--- src/rtl/pong_match_controller.sv ---
// Pong match sequencer: serve/play/point/game-over flow, scoring and winner,
// stepped by the video generator's new-frame strobe in the pixel clock domain.
module pong_match_controller #(
  parameter int POINTS_TO_WIN      = 7,
  parameter int SERVE_DELAY_FRAMES = 60,
  parameter int SCORE_HOLD_FRAMES  = 90
) (
  input  logic       i_clk_pxl,
  input  logic       i_rst,
  input  logic       i_nf,
  input  logic       i_start,
  input  logic       i_miss_left,
  input  logic       i_miss_right,
  output logic [2:0] o_state,
  output logic       o_game_run,
  output logic       o_puck_reset,
  output logic       o_serve_dir,
  output logic [3:0] o_score_l,
  output logic [3:0] o_score_r,
  output logic       o_winner_valid,
  output logic       o_winner
);

  localparam int MAX_FRAMES = (SERVE_DELAY_FRAMES > SCORE_HOLD_FRAMES) ?
                              SERVE_DELAY_FRAMES : SCORE_HOLD_FRAMES;
  localparam int CW = $clog2(MAX_FRAMES + 1);
  localparam logic [CW-1:0] SERVE_LAST = CW'(SERVE_DELAY_FRAMES - 1);
  localparam logic [CW-1:0] HOLD_LAST  = CW'(SCORE_HOLD_FRAMES - 1);
  localparam logic [3:0]    WIN_SCORE  = 4'(POINTS_TO_WIN);

  typedef enum logic [2:0] {
    IDLE     = 3'd0,
    SERVE    = 3'd1,
    PLAY     = 3'd2,
    POINT    = 3'd3,
    GAMEOVER = 3'd4
  } state_t;

  state_t        state_q, state_d;
  logic [CW-1:0] frame_cnt_q, frame_cnt_d;
  logic          start_q, start_edge;
  logic [3:0]    score_l_q, score_l_d;
  logic [3:0]    score_r_q, score_r_d;
  logic          serve_dir_q, serve_dir_d;
  logic          winner_q, winner_d;
  logic          game_run_q, puck_reset_q, winner_valid_q;

  assign start_edge = i_start & ~start_q;

  function automatic logic [3:0] sat_inc(input logic [3:0] s);
    return (s >= WIN_SCORE) ? s : s + 4'd1;
  endfunction

  // NOTE: every signal driven here gets a default first, so no path leaves it
  // unassigned and no latch is inferred.
  always_comb begin
    state_d     = state_q;
    frame_cnt_d = frame_cnt_q;
    score_l_d   = score_l_q;
    score_r_d   = score_r_q;
    serve_dir_d = serve_dir_q;
    winner_d    = winner_q;

    case (state_q)
      IDLE, GAMEOVER: begin
        if (start_edge) begin
          state_d     = SERVE;
          score_l_d   = 4'd0;
          score_r_d   = 4'd0;
          serve_dir_d = 1'b1;
        end
      end
      SERVE: begin
        if (i_nf) begin
          if (frame_cnt_q == SERVE_LAST) state_d = PLAY;
          else                           frame_cnt_d = frame_cnt_q + CW'(1);
        end
      end
      PLAY: begin
        // A left miss wins over a simultaneous right miss.
        if (i_miss_left) begin
          score_r_d   = sat_inc(score_r_q);
          serve_dir_d = 1'b0;
          state_d     = POINT;
        end else if (i_miss_right) begin
          score_l_d   = sat_inc(score_l_q);
          serve_dir_d = 1'b1;
          state_d     = POINT;
        end
      end
      POINT: begin
        if (i_nf) begin
          if (frame_cnt_q == HOLD_LAST) begin
            if (score_l_q == WIN_SCORE || score_r_q == WIN_SCORE) begin
              state_d  = GAMEOVER;
              winner_d = (score_r_q == WIN_SCORE);
            end else begin
              state_d = SERVE;
            end
          end else begin
            frame_cnt_d = frame_cnt_q + CW'(1);
          end
        end
      end
      default: begin
        state_d     = IDLE;
        score_l_d   = 4'd0;
        score_r_d   = 4'd0;
        serve_dir_d = 1'b1;
        winner_d    = 1'b0;
      end
    endcase

    // Entering any state restarts the frame count; a coincident strobe is lost.
    if (state_d != state_q) frame_cnt_d = '0;
  end

  // NOTE: state registers use non-blocking assignments so every flop samples
  // pre-edge values regardless of statement order.
  always_ff @(posedge i_clk_pxl) begin
    if (i_rst) begin
      state_q        <= IDLE;
      frame_cnt_q    <= '0;
      start_q        <= 1'b0;
      score_l_q      <= 4'd0;
      score_r_q      <= 4'd0;
      serve_dir_q    <= 1'b1;
      winner_q       <= 1'b0;
      game_run_q     <= 1'b0;
      puck_reset_q   <= 1'b0;
      winner_valid_q <= 1'b0;
    end else begin
      state_q        <= state_d;
      frame_cnt_q    <= frame_cnt_d;
      start_q        <= i_start;
      score_l_q      <= score_l_d;
      score_r_q      <= score_r_d;
      serve_dir_q    <= serve_dir_d;
      winner_q       <= winner_d;
      game_run_q     <= (state_d == PLAY);
      puck_reset_q   <= (state_d == SERVE) && (state_q != SERVE);
      winner_valid_q <= (state_d == GAMEOVER);
    end
  end

  assign o_state        = state_q;
  assign o_game_run     = game_run_q;
  assign o_puck_reset   = puck_reset_q;
  assign o_serve_dir    = serve_dir_q;
  assign o_score_l      = score_l_q;
  assign o_score_r      = score_r_q;
  assign o_winner_valid = winner_valid_q;
  assign o_winner       = winner_q;

endmodule

--- config.mk ---
export PLATFORM = sky130hd
export DESIGN_NAME = pong_match_controller
export DESIGN_NICKNAME = d
export VERILOG_FILES = /design/src/rtl/pong_match_controller.sv
export SDC_FILE = /design/constraint.sdc
export NUM_CORES = 1
export LEC_CHECK = 0
export CAP_MARGIN = 20
export CORE_MARGIN = 5
export CORE_UTILIZATION = 45
export CTS_BUF_LIST = sky130_fd_sc_hd__clkbuf_4
export DETAILED_ROUTE_END_ITERATION = 16
export HOLD_SLACK_MARGIN = 0.06
export PLACE_DENSITY = 0.7
export SLEW_MARGIN = 20
export SYNTH_ARGS = -nofsm -noshare
export SYNTH_HDL_FRONTEND = slang
export SYNTH_SLANG_ARGS = --single-unit
--- constraint.sdc ---
create_clock -name i_clk_pxl -period 1.81 [get_ports i_clk_pxl]
set_input_delay 0.2715 -clock i_clk_pxl [delete_from_list [all_inputs] [get_ports i_clk_pxl]]
set_output_delay 0.2715 -clock i_clk_pxl [all_outputs]
set_load 0.005 [all_outputs]
==> results.yml, run 1 <==
global_routing:
  grt_pass1_vias: 1071
  grt.total_usage_pct: 14.71
  grt_max_degree: 15
  grt_overflow: 0
  antenna_found_initial: 0
  grt_first_pass_wirelength_um: 4816
clock_tree:
  cts_hold_buf: 0
  cts.sinks: 24
  root_buffer: "clkbuf_4"
  postCtsSetupBuffers: 0
  cts_inserted_buffers: 3
  cts.clk_slew.worst_paths_ns: 0.14
  clk_latency_ns: 0.32
  cts_tree: "built"
  clk_path_buf_depth: 2
  htree_levels: 1
route:
  wire_per_inst_um: 13.86
  ant_nets: 0
  wl_met2_um: 1273
  routed_via_density: 5.426
  first_pass_iters: 4
  top_layer_used: "met4"
  m1WireLength_um: 1320
  routed_wl_um: 2730
  drc: 0
  drtIter0Drc: 35
  num_vias: 1069
  route.met3.wl_um: 94
logic_synthesis:
  synthTopCellsByArea: "dfxtp_1 38%, nor2_1 6.9%, ha_1 4.0%"
  synth_top_family_by_area: "simple AND/OR/NAND/NOR gates"
  synth.area.mux_share_pct: 1.594
  synthSimpleGateAreaFrac_pct: 31.27
  yosysSeqAreaShare_pct: 38.25
  postSynthAreaPerCell_um2: 8.973
  synth_top_area_share_pct: 38.25
  synth_compound_area_share_pct: 16.63
  synth-seq-cells: 24
  synth_xor_xnor_area_share_pct: 4.183
  synth_top_area_cell: "dfxtp_1"
  synthCells: 140
  synth_edf_count: 0
  synth_cell_types: 48
  yosys_warnings: 0
  ys.flop_type: "dfxtp_1"
  synth_area_um2: 1256
  synth_nets: 150
  synth_fa_ha_area_share_pct: 3.984
  synthArstFlopShare_pct: 0
die:
  rows: 19
  coreArea_um2: 2710
  die_h_um: 62.84
  dieWidth_um: 62.84
  ios: 22
  initial_core_util_pct: 46.35
  dieArea_um2: 3948
worst_setup_path:
  critical_path_required_ns: 2.05
  worstPathArrival_ns: 1.95
  endpoint: "frame_cnt_q[1]"
  cp-startpoint: "frame_cnt_q[0]"
  reg2reg_from: "frame_cnt_q[0]"
  r2r_slack_ns: 0.10
  endpoint_kind: "register"
  rr_endpoint: "frame_cnt_q[1]"
  r2r_cells: 7
  crit_path_start_kind: "register"
  worst-path-max-fanout: 7
  worstSetupPathType: "reg -> reg"
placement:
  io_buffers: 21
  place_congestion: 0.8034
  hpwl_um: 2067
  dp.cells: 193
timing:
  max_freq_ghz: 0.5858
  finalHoldViolations: 0
  slew_headroom_pct: 77.16
  setup_tns_ns: 0
  clock-skew-final_ns: 0.008247
  min_period_ns: 1.707
  finalCritPeriodShare_pct: 94.31
  max_slew.worst_pin.slew_ns: 0.3416
  setup_viol: 0
  slew_violations: 0
job:
  drv_cap: 0
status:
  status: "complete, no violations"
finish:
  drive_gt1_share_pct: 17.47
  fillers: 253
  finish.utilization_pct: 58.26
  finalNonFillerCells: 197
  final_cell_mix: "23 x nor2_1, 21 x dfxtp_1, 21 x clkdlybuf4s50_1"
  nNetsFinal: 177
  area_growth_pct: 25.70
  diodes: 0
  layout_commonest_cell: "nor2_1"
power_and_ir_drop:
  peakVddDrop_mv: 0.5090
  p_per_area_nw_per_um2: 671.8
  p_leak_nw: 0.5937
min_path:
  hold_class: "reg -> reg"
[flip-flops by register name, summed over array words and instances (netlist names)]
signal          count
o_winner            1
frame_cnt_q         7
o_state             3
start_q             1
o_puck_reset        1
o_game_run          1
o_winner_valid      1
o_serve_dir         1
o_score_l           4
o_score_r           4
[power breakdown]
group	total, W	internal [W]	switching (W)
clock	0.000390	0.000224	0.000166
sequential	0.000550	0.000539	0.0000110
combinational	0.000121	0.0000608	0.0000597
[Yosys cell counts (all sizes together) (2+ instances only)]
library cell  instances
nand2                 9
a211oi                2
xnor2                 4
nor2b                 4
dfxtp                24
a41oi                 2
a31oi                 2
nor2                 24
xor2                  2
ha                    4
nand2b                4
nand4                 4
inv                   3
buf                   4
or2                   2
nand3                 6
and2                  4
mux2i                 2
a21oi                 7
o21ai                 6
nor3                  4
clkbuf                2
[area by class of cell]
| cell class | count | area [µm²] | area share (%) |
|---|---|---|---|
| multi-input cells | 107 | 729.5 | 46.20 |
| flip-flops and latches | 24 | 484.2 | 30.67 |
| repair buffers | 28 | 262.8 | 16.64 |
| well taps | 31 | 38.79 | 2.456 |
| clock inverters | 1 | 30.03 | 1.902 |
| clock buffers | 3 | 22.52 | 1.426 |
| inverters | 3 | 11.26 | 0.7132 |
[logic make-up after synthesis]
kind of cell	Yosys count
AOI/OAI and AO/OA	27
xor gates and xnor gates	6
adders and majority gates	4
buffers and inverters	9
DFF	24
muxes	2
and+or+nand+nor	68
[metal layers]
metal / global-route usage [%] / vias up
met3: 3.597 / 5
met5: 0 / -
met4: 5.836 / 0
met1: 18.47 / 501
met2: 23.96 / 16
li1: - / 547
[how the worst min path moves through the flow]
stage	cells after the start	from	slack, ns	to
final	1	o_serve_dir	0.49	o_serve_dir
after global routing	1	o_serve_dir	0.53	o_serve_dir
after CTS	1	o_serve_dir	0.49	o_serve_dir
after detailed placement	1	o_serve_dir	0.46	o_serve_dir
after global placement	1	o_serve_dir	0.46	o_serve_dir
after floorplan	1	i_rst	0.35	o_state[1]
[worst max-delay path, cell delays in order, from the launching register on]
cell	delay, ns
dfxtp_1	0.37
ha_1	0.24
nand4_1	0.17
nor4_4	0.05
buf_4	0.17
a211oi_2	0.24
nand3_2	0.21
a211oi_2	0.19
[per-stage QoR]
stage,setup WS [ns],hold slack [ns],area (µm²),total power (W)
detailed placement,-0.03883,0.4573,1518,0.0006800
global placement,-0.002310,0.4578,1518,0.0006774
CTS,0.005100,0.4898,1570,0.001070
finish,0.1030,0.4871,1579,0.001061
global route,-0.004463,0.5313,1579,0.001116
floorplan,0.2666,0.3514,1256,0.0006319
[what timing repair did]
action                                  in CTS  in global routing
hold endpoints to repair                     0                  0
endpoints found under the setup margin       0                  6
resized for setup                            0                  4
(Power assumes the default switching activity.)
==> run 2: changes to the inputs <==
--- a/config.mk
+++ b/config.mk
@@ -8,7 +8,7 @@
 export CAP_MARGIN = 20
 export CORE_MARGIN = 5
 export CORE_UTILIZATION = 45
-export CTS_BUF_LIST = sky130_fd_sc_hd__clkbuf_4
+export CTS_BUF_LIST = sky130_fd_sc_hd__clkbuf_8
 export DETAILED_ROUTE_END_ITERATION = 16
 export HOLD_SLACK_MARGIN = 0.06
 export PLACE_DENSITY = 0.7
==> results.yml, run 2 (synthesis gave the netlist of run 1 again) <==
status:
  status: "complete, no violations"
finish:
  final_cell_mix: "23 x nor2_1, 23 x dfxtp_1, 21 x clkdlybuf4s50_1"
  finish.utilization_pct: 58.86
  finalNonFillerCells: 197
  diodes: 0
  largest_reg_flops: 7
  area_growth_pct: 26.99
  drive_gt1_share_pct: 16.27
  nNetsFinal: 177
  regMostFlops: "frame_cnt_q"
clock_tree:
  htree_levels: 1
  root_buffer: "clkbuf_8"
  clk_path_buf_depth: 2
  cts.sinks: 24
  cts_inserted_buffers: 3
  cts_tree: "built"
  cts.clk_slew.worst_paths_ns: 0.09
  clk_latency_ns: 0.27
route:
  routed_via_density: 5.477
  num_vias: 1079
  first_pass_iters: 4
  drtIter0Drc: 42
  routed_wl_um: 2740
  drc: 0
  wire_per_inst_um: 13.91
  ant_nets: 0
die:
  dieWidth_um: 62.84
  dieArea_um2: 3948
  rows: 19
  coreArea_um2: 2710
  ios: 22
  initial_core_util_pct: 46.35
  die_h_um: 62.84
timing:
  rsz0062_at_grt: "no"
  finalCritPeriodShare_pct: 93.64
  clock-skew-final_ns: 0.002483
  max_freq_ghz: 0.5900
  slew_headroom_pct: 74.15
  worst_hold_slack_ns: 0.4776
  max_slew.worst_pin.slew_ns: 0.3873
  finalHoldViolations: 0
  setup_viol: 0
  slew_violations: 0
  min_period_ns: 1.695
power_and_ir_drop:
  p_leak_nw: 0.6007
  total_power_w: 0.001138
  combPwrFrac_pct: 10.6
  p_per_area_nw_per_um2: 713.5
  clkPwrFrac_pct: 41.2
  p_int_w: 0.0008939
  peakVddDrop_mv: 0.5889
  power_switching_w: 0.0002444
  seqPwrFrac_pct: 48.2
  p_sw_share_pct: 21.47
global_routing:
  grt_pass1_vias: 1074
  grt_max_degree: 15
  grt_first_pass_wirelength_um: 4823
  antenna_found_initial: 0
  met1_usage_pct: 18.91
  grt.total_usage_pct: 14.56
  grtUsageMet3_pct: 3.777
  grtUsageMet2_pct: 23.19
  grt_overflow: 0
  top_usage_layer: "met2"
worst_setup_path:
  r2r_cells: 7
  worstSetupPathType: "reg -> reg"
  endpoint_kind: "register"
  worst-path-max-fanout: 5
  worstPathArrival_ns: 1.91
  crit_path_start_kind: "register"
  critical_path_required_ns: 2.03
placement:
  hpwl_um: 2067
  place_congestion: 0.8034
  dp.cells: 193
  io_buffers: 21
min_path:
  hold_class: "reg -> reg"
  holdPathStages: 1
job:
  drv_cap: 0
-- run 2: cell count changes in the layout (fill, tap and decap cells not counted) --
cell / previous run / this run
o21ai_0: 5 / 4
o21ai_1: 0 / 1
dfxtp_1: 21 / 23
clkbuf_8: 0 / 3
clkbuf_4: 3 / 0
dfxtp_2: 3 / 1
-- run 2: power by group through the flow --
| stage | Clock, W | Sequential [W] | Combinational [W] |
|---|---|---|---|
| 2_1_floorplan | 0 | 0.000556 | 0.0000755 |
| 3_3_place_gp | 0 | 0.000561 | 0.000117 |
| 3_5_place_dp | 0 | 0.000561 | 0.000119 |
| 4_1_cts | 0.000478 | 0.000549 | 0.000119 |
| 5_1_grt | 0.000512 | 0.000551 | 0.000130 |
| 6_report | 0.000469 | 0.000549 | 0.000120 |
-- run 2: repair_timing --
item                                    4_1_cts  5_1_grt
setup buffers                                 0        0
endpoints found under the hold margin         0        0
hold buffers                                  0        0
resized for setup                             0        3
endpoints found under the setup margin        0        5
-- run 2: layer usage --
metal	wire length [µm]	up-vias
met5	0	-
met4	36	0
met3	120	7
met2	1278	21
met1	1304	506
li1	-	545
-- run 2: worst max-delay path, stage by stage, from the launching register on --
cell and delay, ns:
dfxtp_1 0.40, ha_1 0.22, nand4_1 0.19, nor4_4 0.17, buf_4 0.19, o21ai_2 0.07
a21oi_1 0.24, and2_1 0.16
-- run 2: cell type report --
type,instances,area (µm²)
Timing Repair Buffer,28,262.8
Clock buffer,3,41.29
Sequential cell,24,481.7
Multi-Input combinational cell,107,729.5
Fill cell,249,1115
Clock inverter,1,30.03
Inverter,3,11.26
Tap cell,31,38.79
-- run 2: final timing paths --
check / slack (ns) / start / end
worst max-delay path: 0.12 / frame_cnt_q[0] / o_game_run
worst max register to register: 0.12 / frame_cnt_q[0] / o_game_run
worst min register to register: 0.48 / o_serve_dir / o_serve_dir
worst min-delay path: 0.48 / o_serve_dir / o_serve_dir
-- run 2: through the flow --
step | setup slack [ns] | TNS, ns | area, µm²
3_5_place_dp | -0.03883 | -0.06982 | 1518
5_1_grt | 0.005321 | 0 | 1595
6_report | 0.1152 | 0 | 1595
3_3_place_gp | -0.002310 | -0.002310 | 1518
2_1_floorplan | 0.2666 | 0 | 1256
4_1_cts | 0.06602 | 0 | 1589
==> run 3: changes to the inputs <==
--- a/config.mk
+++ b/config.mk
@@ -9,9 +9,11 @@
 export CORE_MARGIN = 5
 export CORE_UTILIZATION = 45
 export CTS_BUF_LIST = sky130_fd_sc_hd__clkbuf_8
+export CTS_CLUSTER_DIAMETER = 80
 export DETAILED_ROUTE_END_ITERATION = 16
 export HOLD_SLACK_MARGIN = 0.06
 export PLACE_DENSITY = 0.7
+export SKIP_LAST_GASP = 1
 export SLEW_MARGIN = 20
 export SYNTH_ARGS = -nofsm -noshare
 export SYNTH_HDL_FRONTEND = slang
==> results of run 3 <==
The final DEF is identical to that of run 2; final timing and power are the same.
